File: src/rtl/forth_dmem_arbiter.sv
// forth_dmem_arbiter
//
// Shares the single-port synchronous data RAM behind the forth core's data
// port between the core and a host/debug requester. The core normally owns
// the RAM; an idle-core host request is granted at once, and a host request
// that has been denied HOST_WAIT consecutive cycles is forced through. When
// that happens the core is stalled for the cycle and must re-present its
// request.
//
// Grant is combinational per cycle. A registered owner state records who drove
// the RAM in the previous cycle, so read data coming back from the
// 1-cycle-latency RAM is routed to the right requester.
//
// Parameters
//   AW         data address width (matches core daddr)
//   DW         data word width
//   HOST_WAIT  max consecutive host denials before a forced grant (1..15)
//
// Ports
//   clk          system clock, all state on the rising edge
//   reset        asynchronous active-low reset
//   cpu_req      core requests a data access this cycle
//   cpu_we       core write strobe
//   cpu_addr     core address
//   cpu_wdata    core write data
//   cpu_rdata    read data to core, valid the cycle after a core grant
//   cpu_stall    core must hold its state and re-present the request
//   host_req     host request, held stable until host_ack
//   host_we      host write strobe
//   host_addr    host address
//   host_wdata   host write data
//   host_ack     1-cycle pulse: host access accepted this cycle
//   host_rdata   host read data, valid when host_rvalid
//   host_rvalid  1-cycle pulse, the cycle after host_ack of a read
//   conflict_cnt (FORTH_DARB_CONFLICT_CNT_EN only) saturating count of
//                cycles with cpu_req and host_req both high
//   mem_addr     RAM address
//   mem_we       RAM write enable
//   mem_wdata    RAM write data
//   mem_rdata    RAM read data, 1-cycle latency after address
//
// Build option
//   FORTH_DARB_CONFLICT_CNT_EN  adds the conflict_cnt output and its counter.

module forth_dmem_arbiter #(
    parameter int unsigned AW        = 8,
    parameter int unsigned DW        = 16,
    parameter int unsigned HOST_WAIT = 4
) (
    input  logic          clk,
    input  logic          reset,

    input  logic          cpu_req,
    input  logic          cpu_we,
    input  logic [AW-1:0] cpu_addr,
    input  logic [DW-1:0] cpu_wdata,
    output logic [DW-1:0] cpu_rdata,
    output logic          cpu_stall,

    input  logic          host_req,
    input  logic          host_we,
    input  logic [AW-1:0] host_addr,
    input  logic [DW-1:0] host_wdata,
    output logic          host_ack,
    output logic [DW-1:0] host_rdata,
    output logic          host_rvalid,

`ifdef FORTH_DARB_CONFLICT_CNT_EN
    output logic [15:0]   conflict_cnt,
`endif

    output logic [AW-1:0] mem_addr,
    output logic          mem_we,
    output logic [DW-1:0] mem_wdata,
    input  logic [DW-1:0] mem_rdata
);

    typedef enum logic [1:0] {
        StIdle    = 2'd0,
        StOwnCpu  = 2'd1,
        StOwnHost = 2'd2
    } owner_e;

    localparam logic [3:0] HostWaitC = 4'(HOST_WAIT);

    owner_e        state_q, state_d;
    logic [3:0]    wait_q, wait_d;
    logic          host_rd_q, host_rd_d;
    logic [AW-1:0] addr_q;
    logic [DW-1:0] cpu_rdata_q;
    logic [DW-1:0] host_rdata_q;
    logic          host_grant;
    logic          cpu_grant;

    // ------------------------------------------------------------------
    // State registers
    // ------------------------------------------------------------------
    always_ff @(posedge clk or negedge reset) begin
        if (!reset) begin
            state_q      <= StIdle;
            wait_q       <= 4'd0;
            host_rd_q    <= 1'b0;
            addr_q       <= '0;
            cpu_rdata_q  <= '0;
            host_rdata_q <= '0;
        end else begin
            state_q      <= state_d;
            wait_q       <= wait_d;
            host_rd_q    <= host_rd_d;
            addr_q       <= mem_addr;
            cpu_rdata_q  <= cpu_rdata;
            host_rdata_q <= host_rdata;
        end
    end

    // ------------------------------------------------------------------
    // Arbitration, RAM drive and next state
    // ------------------------------------------------------------------
    always_comb begin
        host_grant = 1'b0;
        cpu_grant  = 1'b0;
        state_d    = StIdle;
        wait_d     = wait_q;
        host_rd_d  = 1'b0;
        mem_addr   = addr_q;
        mem_we     = 1'b0;
        mem_wdata  = '0;
        host_ack   = 1'b0;
        cpu_stall  = 1'b0;

        // Grants are masked while reset is low so no RAM write or handshake
        // can leak out before the registers are released.
        if (reset) begin
            host_grant = host_req && (!cpu_req || (wait_q == HostWaitC));
            cpu_grant  = cpu_req && !host_grant;

            if (host_grant) begin
                state_d   = StOwnHost;
                host_rd_d = !host_we;
                mem_addr  = host_addr;
                mem_we    = host_we;
                mem_wdata = host_wdata;
                host_ack  = 1'b1;
                cpu_stall = cpu_req;
            end else if (cpu_grant) begin
                state_d   = StOwnCpu;
                mem_addr  = cpu_addr;
                mem_we    = cpu_we;
                mem_wdata = cpu_wdata;
            end

            // Starvation counter: counts consecutive denials, saturating at
            // HOST_WAIT, which is the level that forces the next grant.
            if (!host_req || host_grant) begin
                wait_d = 4'd0;
            end else if (wait_q < HostWaitC) begin
                wait_d = wait_q + 4'd1;
            end
        end
    end

    // ------------------------------------------------------------------
    // Read return routing: pass RAM data through in the cycle after the
    // owning grant, otherwise hold the last value delivered.
    // ------------------------------------------------------------------
    always_comb begin
        host_rvalid = (state_q == StOwnHost) && host_rd_q;
        cpu_rdata   = (state_q == StOwnCpu) ? mem_rdata : cpu_rdata_q;
        host_rdata  = host_rvalid ? mem_rdata : host_rdata_q;
    end

`ifdef FORTH_DARB_CONFLICT_CNT_EN
    // ------------------------------------------------------------------
    // Contention statistics
    // ------------------------------------------------------------------
    logic [15:0] conflict_q;

    always_ff @(posedge clk or negedge reset) begin
        if (!reset) begin
            conflict_q <= 16'd0;
        end else if (cpu_req && host_req && (conflict_q != 16'hffff)) begin
            conflict_q <= conflict_q + 16'd1;
        end
    end

    assign conflict_cnt = conflict_q;
`endif

endmodule

File: config.mk
export PLATFORM = sky130hd
export DESIGN_NAME = forth_dmem_arbiter
export DESIGN_NICKNAME = d
export VERILOG_FILES = /design/src/rtl/forth_dmem_arbiter.sv
export SDC_FILE = /design/constraint.sdc
export NUM_CORES = 1
export LEC_CHECK = 0
export ABC_AREA = 1
export CORE_MARGIN = 2
export CORE_UTILIZATION = 40
export DETAILED_ROUTE_END_ITERATION = 6
export HOLD_SLACK_MARGIN = 0.1
export PLACE_DENSITY = 0.86
export SLEW_MARGIN = 25
export SYNTH_ARGS = -nofsm -noshare
export SYNTH_HDL_FRONTEND = slang
export SYNTH_SLANG_ARGS = --single-unit
File: constraint.sdc
create_clock -name clk -period 1.9 [get_ports clk]
set_clock_uncertainty 0.1 [all_clocks]
set_input_delay 0.19 -clock clk [delete_from_list [all_inputs] [get_ports clk]]
set_output_delay 0.19 -clock clk [all_outputs]
set_load 0.01 [all_outputs]
# Word-level counts from Yosys, hierarchy flattened
# Index checks and enable logic that the tools add are counted.
[op_classes]
n_eq_ne = 3
n_mux = 22
n_lt_le_gt_ge = 1
reduce_logical = 11
add_sub_neg = 1
[op_table]
columns = ["op", "count"]
rows = [
  ["16-bit 2-to-1 mux", 5],
  ["8-bit 2-to-1 mux", 3],
  ["1-bit 2-to-1 mux", 10],
  ["4-bit 2-to-1 mux", 2],
  ["4-bit by 1-bit adder with 4-bit output (second input constant)", 1],
  ["4-bit by 3-bit == test with 1-bit output (second input constant)", 1],
  ["1-bit logical NOT", 4],
  ["4-bit by 3-bit less-than comparator with 1-bit output (second input constant)", 1],
  ["2-bit 2-to-1 mux", 2],
  ["1-bit logical AND", 3],
  ["2-bit by 1-bit == test with 1-bit output (second input constant)", 1],
  ["2-bit == test (second input constant)", 1],
  ["1-bit logical OR", 2],
  ["2-bit AND reduction", 1],
  ["2-bit nonzero test", 1],
]
[word_totals]
ff_bits = 47
output_inout_bits = 60
in_bits = 70
wordCells = 44

# Longest topological paths before layout
# Gate-level depths: netlist of the first run.
[depth]
word_depth = 8
depth_mapped = 9

# Worst setup path after synthesis of the first run
# No wires, ideal clock.
[synth_timing]
path_type = "register to output"
from = "register wait_q[0]"
to = "output mem_wdata[0]"
slack_ps = 315
required_ps = 1610
path_buffers = 1
stages_incl_launch_ff = 10
t_arrival_ps = 1295
path_cell_list = "dfrtp_1 > inv_1 > ha_1 > nand3_2 > nand2_4 > nand2_4 > nor2_8 > buf_12 > nand2_2 > nand2_1"
[synth_between]
elab_chain_cells = 8
[synth_rtl]
columns = ["item", "line", "rtl"]
rows = [
  ["start, declared", "87", "logic [3:0] wait_q, wait_d;"],
  ["start signal, assigned", "108", "wait_q <= wait_d;"],
  ["4-bit by 3-bit == test with 1-bit output *", "134", "host_grant = host_req && (!cpu_req || (wait_q == HostWaitC));"],
  ["1-bit logical OR *", "134", ""],
  ["1-bit logical AND *", "134", ""],
  ["1-bit logical NOT", "135", "cpu_grant = cpu_req && !host_grant;"],
  ["1-bit logical AND", "135", ""],
  ["16-bit 2-to-1 mux", "145", "end else if (cpu_grant) begin"],
  ["16-bit 2-to-1 mux *", "137", "if (host_grant) begin"],
  ["16-bit 2-to-1 mux *", "133", "if (reset) begin"],
  ["end, declared", "74", "output logic [DW-1:0] mem_wdata,"],
]
# Every way passes the cells marked *; elsewhere a longest branch is shown, timed or not.

# Final worst setup path of the first run
[layout_timing]
from = "register wait_q[0]"
to = "output mem_wdata[2]"
# The elaborated chain is that of the path after synthesis.

==> impl_metrics.ini, run 1 <==
[clock_network]
cts_buffers = 5
insertion_delay_ns = 0.30
cts_num_sinks = 47
cts.root.buffer_cell = clkbuf_8
cts_tree = done
clk_path_buf_depth = 2
clock_tree.htree_level_count = 2
clk_transition_reported_paths_ns = 0.08

[route]
drc_errors = 0
vias = 2663
antenna_violating_nets_post_route = 0
vias_per_cell = 4.92
met2RoutedLength_um = 4370
detailroute.wirelength.met3_um = 380
dr.max_layer_used = met4
detail_route.first_pass.iterations = 4
post_drt_wl_per_cell_um = 15.4
met1_wl_um = 3470
detail_route.wirelength_um = 8360
detail_route.iter0.violations = 118

[finish]
layout.cells.most_common = clkdlybuf4s50_1
leading_cell_types_in_the_layout_fill_and_taps_excluded = 69 x clkdlybuf4s50_1, 66 x nand2_1, 47 x dfrtp_1, 33 x nand2_2, 29 x nand3_2
syn2layout_area_growth_pct = 81.6
drive_gt1_share_pct = 39.7
insertedDiodeCount = 0
num-nets-final = 537

[power]
cellLeakagePower_uw = 0.00231
pwr_density_cell_nw_per_um2 = 700
irDropWorstVdd_mv = 0.392
power.total_uw = 3160

[global_routing]
grt_first_pass_wirelength_um = 12100
antenna_violations_before_repair = 0
all_layer_global_routing_usage_pct = 23.5
grt_start_max_net_pins = 37
globalRouteOverflowTotal = 0
grt_pass1_vias = 2614

[die]
core.rowCount = 28
die_x_um = 82.8
fp.dieArea_um2 = 6850
core_region_area_um2 = 5960
die_h_um = 82.8
start_util_pct = 41.7
num_io_pins = 130

[setup_path]
timing.critical_path.cells = inv_2 > ha_4 > nand3_4 > nand2_4 > nand2_8 > nor2_8 > buf_12 > buf_16 > nand2_2 > nand2_1 > buf_2
crit_family = simple AND/OR/NAND/NOR gates
type_of_destination_of_the_critical_path = output port
timing.critical_path.buf_inv = 4
timing.critical_path.fanout_max = 5
setup.worst_path.start_class = flip-flop
r2r_setup_slack_ns = 0.10
critical-path-slowest-cell = dfrtp_1
worst_ep_arrival_time_ns = 1.82
crit_required_ns = 1.61
worstSetupPathType = reg -> out
worst_path_largest_cell_delay_ns = 0.40

[timing]
finalSetupViolations = 27
max_clock_freq_ghz = 0.473
finalHoldWorstSlack_ns = 0.195
final.setup.worst_slack_ns = -0.213
final-hold-violation-count = 0
maxSlewViolCount = 0
tightest_slew_ns = 0.437
grt_setup_unrepaired = yes
timing.max_slew.rel_slack_pct = 70.9
finalCritPeriodShare_pct = 111
finalWorstPathRequiredPeriod_ns = 2.11

[flow_run]
max_cap_viol_count = 0

[placement]
gp_congestion = 0.793
io_buffers = 129
post_detail_place_hpwl_um = 5260

[logic_synthesis]
post_synth.cell_area_avg_um2 = 8.47
post_synth_instance_area_um2 = 2480
synth.lib_cells_used.distinct = 28
synth.yosys.seq_area_share_pct = 47.4
count_of_yosys_warnings_during_synthesis = 0
synth.ff_latch_count = 47
postSynthNetCount = 365
number_of_instances_in_the_synthesized_netlist = 293

[hold_path]
timing.hold.worst.class = in -> async

[run_status]
failed_checks = negative setup slack
run_status = finished, violations left
per-layer routing:
metal  vias to the layer above  global-route usage (%)
met3                        16                    3.25
met2                        92                    42.7
li1                       1273                       -
met1                      1282                    28.7
met5                         -                       0
met4                         0                    7.38
sequential cells by signal, indices dropped and copies added, names as in the netlist:
signal        cells
wait_q            4
cpu_rdata_q      16
addr_q            8
host_rd_q         1
host_rdata_q     16
state_q           2
cells in the mapped netlist (all sizes together):
cell | count | area (um2)
nand3 | 34 | 260
nand4 | 1 | 6.26
nor3 | 2 | 26.3
nor2 | 8 | 48.8
dfrtp | 47 | 1180
nand2 | 107 | 447
clkbuf | 6 | 22.5
o21ai | 32 | 160
a21boi | 8 | 60.1
xor2 | 1 | 8.76
inv | 35 | 134
ha | 2 | 25.0
a21oi | 1 | 5.00
buf | 9 | 103
worst paths after layout:
check                                 start          endpoint  cells after the start
max                               wait_q[0]      mem_wdata[2]                     11
min                                   reset         addr_q[5]                      3
max reg2reg                       wait_q[0]         addr_q[7]                     12
min reg2reg                host_rdata_q[11]  host_rdata_q[11]                      2
max in group asynchronous             reset   host_rdata_q[9]                      4
min in group clk                      reset        state_q[0]                      4
power breakdown:
| group | total, uW | switching [uW] | internal [uW] |
|---|---|---|---|
| Combinational | 1090 | 529 | 562 |
| Sequential | 1210 | 54.2 | 1150 |
| Clock | 857 | 331 | 526 |
| Total | 3160 | 914 | 2240 |
cell families (layout without fill, tap and decap cells):
group | Yosys count | count (layout) | synth area share (%)
AOI/OAI and AO/OA | 41 | 41 | 9.07
xor gates and xnor gates | 1 | 1 | 0.353
adders and majority gates | 2 | 2 | 1.01
buffers and inverters | 50 | 223 | 10.4
DFF | 47 | 47 | 47.4
and+or+nand+nor | 152 | 152 | 31.8
cell type report:
cell class	instances	area [um2]
tap	75	93.8
timing repair buffer	180	1700
fill	404	1450
inverter	35	134
sequential	47	1180
clock buffer	6	72.6
clock inverter	2	60.1
multi-input combinational	196	1270
through the flow:
| stage | setup slack (ns) | area (um2) | setup TNS, ns | cells | utilization [%] |
|---|---|---|---|---|---|
| global route | -0.291 | 4510 | -5.99 | 541 | 75.7 |
| global placement | -0.301 | 3940 | -6.90 | 502 | 66.1 |
| detailed placement | -0.344 | 3940 | -8.04 | 502 | 66.1 |
| finish | -0.213 | 4510 | -3.88 | 541 | 75.7 |
| CTS | -0.251 | 4440 | -3.81 | 537 | 74.5 |
| floorplan | 0.315 | 2480 | 0 | 293 | - |
repair_timing:
| action | 4_1_cts | 5_1_grt |
|---|---|---|
| resized for setup | 223 | 61 |
| cloned | 3 | 0 |
| hold buffers | 1 | 1 |
| setup buffers | 25 | 8 |
| hold endpoints to repair | 7 | 2 |
| endpoints found under the setup margin | 59 | 44 |
| pin swaps | 18 | 15 |
worst reg2reg max path, delay by kind of cell, from the launching register on:
family / cells / cell delay (ns)
adders and majority gates: 1 / 0.15
and+or+nand+nor: 5 / 0.38
buffers and inverters: 6 / 0.67
DFF: 1 / 0.40
No activity file was read; power rests on OpenSTA's default activity.
==> run 2: changes to the inputs <==
--- a/config.mk
+++ b/config.mk
@@ -11,7 +11,6 @@
 export DETAILED_ROUTE_END_ITERATION = 6
 export HOLD_SLACK_MARGIN = 0.1
 export PLACE_DENSITY = 0.86
-export SLEW_MARGIN = 25
 export SYNTH_ARGS = -nofsm -noshare
 export SYNTH_HDL_FRONTEND = slang
 export SYNTH_SLANG_ARGS = --single-unit
==> results of run 2 <==
No change in the layout: final DEF, timing and power equal those of run 1.
